<file path="src/rtl/seg_pkg.sv">
// Shared definitions for the seven-segment scan controller: segment
// constants, scan phase encoding and the BCD validity helper.
package seg_pkg;

    localparam logic [6:0] SEG_DASH = 7'b0000001;
    localparam logic [6:0] SEG_OFF  = 7'b0000000;

    typedef enum logic {
        BLANK = 1'b0,
        SHOW  = 1'b1
    } scan_state_t;

    // A BCD nibble is only displayable as a numeral when it is 0..9.
    function automatic logic bcd_valid(input logic [3:0] code);
        return (code <= 4'd9);
    endfunction

endpackage

</file>
<file path="src/rtl/seg_scan_timer.sv">
// Slot timer for the digit scan: counts cycles within a digit slot,
// sequences BLANK then SHOW, advances the digit index at slot end and
// flags the final cycle of each frame.
module seg_scan_timer
    import seg_pkg::*;
#(
    parameter int NUM_DIGITS   = 4,
    parameter int REFRESH_DIV  = 1000,
    parameter int BLANK_CYCLES = 2
) (
    input  logic                          clk,
    input  logic                          rst_n,
    output scan_state_t                   state,
    output logic [$clog2(NUM_DIGITS)-1:0] idx,
    output logic                          frame_done
);

    localparam int CW = $clog2(REFRESH_DIV);
    localparam int IW = $clog2(NUM_DIGITS);

    localparam logic [CW-1:0] CNT_LAST   = CW'(REFRESH_DIV - 1);
    localparam logic [CW-1:0] BLANK_LAST = CW'(BLANK_CYCLES - 1);
    localparam logic [IW-1:0] IDX_LAST   = IW'(NUM_DIGITS - 1);

    logic [CW-1:0] cnt;
    logic [CW-1:0] cnt_next;
    logic [IW-1:0] idx_next;
    scan_state_t   state_next;
    logic          frame_done_next;

    // Next counter/index/phase; frame_done is looked ahead one cycle so the
    // registered pulse lands exactly on the last cycle of the last digit.
    always_comb begin
        cnt_next        = cnt + CW'(1);
        idx_next        = idx;
        state_next      = state;
        frame_done_next = 1'b0;
        if (cnt == CNT_LAST) begin
            cnt_next = {CW{1'b0}};
            if (idx == IDX_LAST) begin
                idx_next = {IW{1'b0}};
            end else begin
                idx_next = idx + IW'(1);
            end
        end else begin
            idx_next = idx;
        end
        case (state)
            BLANK: begin
                if (cnt == BLANK_LAST) begin
                    state_next = SHOW;
                end else begin
                    state_next = BLANK;
                end
            end
            SHOW: begin
                if (cnt == CNT_LAST) begin
                    state_next = BLANK;
                end else begin
                    state_next = SHOW;
                end
            end
            default: state_next = BLANK;
        endcase
        frame_done_next = (cnt_next == CNT_LAST) && (idx_next == IDX_LAST);
    end

    // Slot timing registers.
    always_ff @(posedge clk or negedge rst_n) begin
        if (!rst_n) begin
            cnt        <= {CW{1'b0}};
            idx        <= {IW{1'b0}};
            state      <= BLANK;
            frame_done <= 1'b0;
        end else begin
            cnt        <= cnt_next;
            idx        <= idx_next;
            state      <= state_next;
            frame_done <= frame_done_next;
        end
    end

endmodule

</file>
<file path="src/rtl/seven_seg_scan_ctrl.sv">
// Multiplexed seven-segment scan controller. Holds a shadow and an active
// frame of BCD digits, swaps them only at frame boundaries, and drives
// registered segment/anode outputs from an external shared decoder.
module seven_seg_scan_ctrl
    import seg_pkg::*;
#(
    parameter int NUM_DIGITS   = 4,
    parameter int REFRESH_DIV  = 1000,
    parameter int BLANK_CYCLES = 2
) (
    input  logic                      clk,
    input  logic                      rst_n,
    input  logic                      load,
    input  logic [4*NUM_DIGITS-1:0]   bcd_in,
    input  logic                      lz_suppress,
    output logic [3:0]                dec_bcd,
    input  logic [6:0]                seg_in,
    output logic [6:0]                seg_out,
    output logic [NUM_DIGITS-1:0]     an_out,
    output logic                      frame_done,
    output logic                      pending
);

    localparam int IW = $clog2(NUM_DIGITS);
    localparam logic [NUM_DIGITS-1:0] AN_OFF   = {NUM_DIGITS{1'b1}};
    localparam logic [NUM_DIGITS-1:0] ONE_HOT0 = {{(NUM_DIGITS-1){1'b0}}, 1'b1};

    scan_state_t             state;
    logic [IW-1:0]           idx;
    logic [4*NUM_DIGITS-1:0] shadow;
    logic [4*NUM_DIGITS-1:0] active;
    logic                    apply;
    logic                    upper_zero;
    logic                    suppress;

    seg_scan_timer #(
        .NUM_DIGITS   (NUM_DIGITS),
        .REFRESH_DIV  (REFRESH_DIV),
        .BLANK_CYCLES (BLANK_CYCLES)
    ) u_timer (
        .clk        (clk),
        .rst_n      (rst_n),
        .state      (state),
        .idx        (idx),
        .frame_done (frame_done)
    );

    assign dec_bcd = active[{idx, 2'b00} +: 4];
    assign apply   = frame_done & (pending | load);

    // Leading-zero blanking: walk from the top digit down, tracking whether
    // everything seen so far is zero; digit 0 always stays lit.
    always_comb begin
        upper_zero = 1'b1;
        suppress   = 1'b0;
        for (int k = NUM_DIGITS - 1; k >= 0; k--) begin
            upper_zero = upper_zero & (active[4*k +: 4] == 4'd0);
            if (idx == IW'(k)) begin
                suppress = lz_suppress & upper_zero & (k != 0);
            end else begin
                suppress = suppress;
            end
        end
    end

    // Frame buffering: loads land in the shadow; the active frame changes
    // only on the frame_done cycle, with a coincident load taking priority.
    always_ff @(posedge clk or negedge rst_n) begin
        if (!rst_n) begin
            shadow  <= {(4*NUM_DIGITS){1'b0}};
            active  <= {(4*NUM_DIGITS){1'b0}};
            pending <= 1'b0;
        end else begin
            if (load) begin
                shadow <= bcd_in;
            end else begin
                shadow <= shadow;
            end
            if (apply) begin
                active  <= load ? bcd_in : shadow;
                pending <= 1'b0;
            end else if (load) begin
                active  <= active;
                pending <= 1'b1;
            end else begin
                active  <= active;
                pending <= pending;
            end
        end
    end

    // Output stage: anode and segments registered together from the same
    // index so they never disagree; invalid codes show a dash.
    always_ff @(posedge clk or negedge rst_n) begin
        if (!rst_n) begin
            an_out  <= AN_OFF;
            seg_out <= SEG_OFF;
        end else if ((state == SHOW) && !suppress) begin
            an_out  <= ~(ONE_HOT0 << idx);
            seg_out <= bcd_valid(dec_bcd) ? seg_in : SEG_DASH;
        end else begin
            an_out  <= AN_OFF;
            seg_out <= SEG_OFF;
        end
    end

endmodule

</file>
<file path="config.mk">
export PLATFORM = sky130hd
export DESIGN_NAME = seven_seg_scan_ctrl
export DESIGN_NICKNAME = d
export VERILOG_FILES = /design/src/rtl/seg_pkg.sv /design/src/rtl/seg_scan_timer.sv /design/src/rtl/seven_seg_scan_ctrl.sv
export SDC_FILE = /design/constraint.sdc
export NUM_CORES = 1
export LEC_CHECK = 0
export BUFFER_PORTS_ARGS = -buffer_cell sky130_fd_sc_hd__buf_2
export CORE_AREA = 2 2 84 62
export DETAILED_ROUTE_END_ITERATION = 7
export DIE_AREA = 0 0 86 64
export GPL_TIMING_DRIVEN = 1
export PLACE_DENSITY = 0.83
export SLEW_MARGIN = 20
export SYNTH_ARGS = -nofsm -noshare
export SYNTH_HDL_FRONTEND = slang
export SYNTH_SLANG_ARGS = --single-unit
</file>
<file path="constraint.sdc">
create_clock -name clk -period 2.65 [get_ports clk]
set_clock_uncertainty 0.2 [all_clocks]
set_input_delay 0.265 -clock clk [delete_from_list [all_inputs] [get_ports clk]]
set_output_delay 0.265 -clock clk [all_outputs]
set_load 0.05 [all_outputs]
</file>
==> flow_summary.ini <==
[status]
result_of_the_run = finished, final reports clean

[clock_network]
clk-insertion-delay-late_ns = 0.34
clk_pin_slew_worst_paths_ns = 0.07
cts_sinks = 58
cts-resized-gates = 0
clock_tree.htree_level_count = 3
clockBufferDepth = 2
cts_bufs_inserted = 9
clock_tree.root_cell = clkbuf_8
tritoncts = done

[timing]
timing.final.hold_violations = 0
maxSlewHeadroom_pct = 55.4
rsz0062_at_grt = no
timing.final.crit_share_pct = 89.3
final_critical_path_setup_slack_ns = 0.283
period_minus_slack_ns = 2.37
setup_tns_ns = 0
max_freq_ghz = 0.423
slew_violations = 0
max_slew.worst_pin.slew_ns = 0.669
report.final.setup_viol = 0
hold-worst-slack_ns = 0.205

[floorplan]
die_width_um = 86
ios = 44
core_area_sq_mm = 0.00465
die-height_um = 64
std_cell_rows = 21
start_util_pct = 53.6
die-area_sq_mm = 0.00550

[detailed_routing]
post_route_antenna_net_violation_count = 0
vias = 1737
avgRoutedWirePerCell_um = 17.0
dr.pass1.iters = 5
drc_errors = 0
post_drt_via_cell_ratio = 5.50
detail_route.wirelength_um = 5360
first_iter_violations = 118

[setup_path]
critical_path.startpoint_type = flop
reg2regPathDepth = 5
critPathKind = reg -> reg
critical_path.endpoint_type = flop
critPathArrivalTime_ns = 2.39
critical_path_required_ns = 2.68
critPathMaxFanout = 10

[placed_design]
finalWeightedCongestion = 0.883
hpwl_um = 3480
dpl_cells = 276
buffer_ports.inserted = 43
preCtsSetupSlack_ns = 0.300

[synthesis]
yosys.cell_count.top_type = dfrtp_1
synthesis.nets = 214
synth_warnings = 0
synthTopCellsByArea = dfrtp_1 54%, mux2_2 14%, dfstp_2 4.2%
synth.avg_cell_area_sq_um = 13.9
postSynthRegisterBits = 58
ys_dominant_reg_cell = dfrtp_1
synth_seq_area_share_pct = 58.4
netlist.top_cell.by_area = dfrtp_1
ys_top_cells_by_count = 54 x dfrtp_1, 32 x mux2_2, 8 x and3_1, 8 x inv_1, 7 x ha_1
synth_async_sr_flop_share_pct = 100
synth_cell_types = 39
synthesis.area_sq_mm = 0.00249
yosys.area.top_type_share_pct = 54.2
synth_cells = 180
synth_edf_count = 0

[cells_and_area]
nets = 288
final.fill_count = 338
post_route_cells_drive_above_1_share_pct = 39.4
antenna-diode-count = 0
syn_to_final_growth_pct = 28.6
layoutNonFillerInstCount = 316

[pwr]
internal_mw = 1.40
switching_power_mw = 0.407
clock_share_of_power_pct = 41.3
power.density_cell_area_mw_per_mm2 = 563
totalPowerFinal_mw = 1.81
p_comb_share_pct = 7.5
power.leakage_nw = 1.56
sequential_group_share_of_total_power_pct = 51.2
swShare_pct = 22.5
vdd_ir_drop_max_uv = 410

[global_route]
grt_pass1_vias = 1788
grt_pass1_wl_um = 8740
grt-ovfl-total = 0
gr-usage-all-layers_pct = 21.8
antenna_found_initial = 0
grt_max_degree = 31

[hold_path]
timing.hold.worst.class = in -> reg
hold_depth = 3

[job]
cap_viol_max_count = 0
what timing repair did:
item                                    4_1_cts  5_1_grt
hold endpoints to repair                     47        0
setup buffers                                 0        0
endpoints found under the setup margin        0        0
hold buffers                                 24        0
flip-flops by register name (all words and copies together), names as in the netlist:
register / count
an_out: 4
active: 16
u_timer.idx: 2
u_timer.cnt: 10
pending: 1
seg_out: 7
shadow: 16
u_timer.frame_done: 1
u_timer.state: 1
worst max-delay path, cell delays in order (launching register included):
cell	delay, ns
dfrtp_1	0.48
inv_1	0.14
ha_1	0.21
or4b_1	0.46
o41a_1	0.52
and3_1	0.24
stage by stage:
stage | utilization [%] | area, sq um
after global routing | 69.0 | 3210
after global placement | 59.8 | 2780
after detailed placement | 59.8 | 2780
after floorplan | - | 2490
after CTS | 69.0 | 3210
final | 69.0 | 3210
placed cells by master (no fill, tap or decap), drive strengths merged, types with 2 or more instances in the layout:
cell type	count
buf	46
nor2	6
dlygate4sd3	24
nor4	2
and4bb	2
dfstp	4
dfrtp	54
mux2	32
nor3	2
nand2	5
o21ai	5
nand3	4
inv	8
a31oi	3
clkbuf	14
and4	3
mux4	4
xor2	3
nor3b	2
nand4	2
a21boi	3
and3	8
ha	7
power groups by stage:
stage          combinational [mW]  sequential (mW)  clock, mW
6_report                    0.136            0.923      0.745
5_1_grt                     0.149            0.925      0.815
4_1_cts                     0.137            0.923      0.768
3_5_place_dp                0.109            0.939          0
3_3_place_gp                0.107            0.937          0
2_1_floorplan              0.0382            0.956          0
cell families after synthesis:
logic type	count (synthesis)	synth area share, %
XOR/XNOR	4	1.41
AO/OA/AOI/OAI	19	5.62
multiplexers	36	18.4
adder cells (fa/ha/maj)	7	3.51
AND/OR/NAND/NOR	41	10.1
flip-flops	58	58.4
buffers and inverters	15	2.56
metal layers:
layer	share of wire (%)	GRT usage (%)
met5	0	0
met4	0.91	6.35
met3	7.4	10.5
met2	45	32.3
met1	46	28.6
area by class of cell:
cell class / count / area (sq um) / share of cell area, %
clock buffer: 14 / 173 / 5.38
clock inverter: 2 / 12.5 / 0.390
inverter: 8 / 30.0 / 0.936
multi-input combinational: 107 / 973 / 30.4
sequential: 58 / 1460 / 45.4
tap: 57 / 71.3 / 2.22
timing repair buffer: 70 / 490 / 15.3
path summary, 6_finish.rpt:
check | from | endpoint | slack [ns]
max | u_timer.idx[1] | seg_out[6] | 0.28
min | load | pending | 0.20
max reg2reg | u_timer.idx[1] | seg_out[6] | 0.28
min reg2reg | u_timer.frame_done | pending | 0.26
max in group asynchronous | rst_n | u_timer.cnt[5] | 1.37
min in group asynchronous | rst_n | seg_out[3] | 0.30
(Power assumes the default switching activity.)
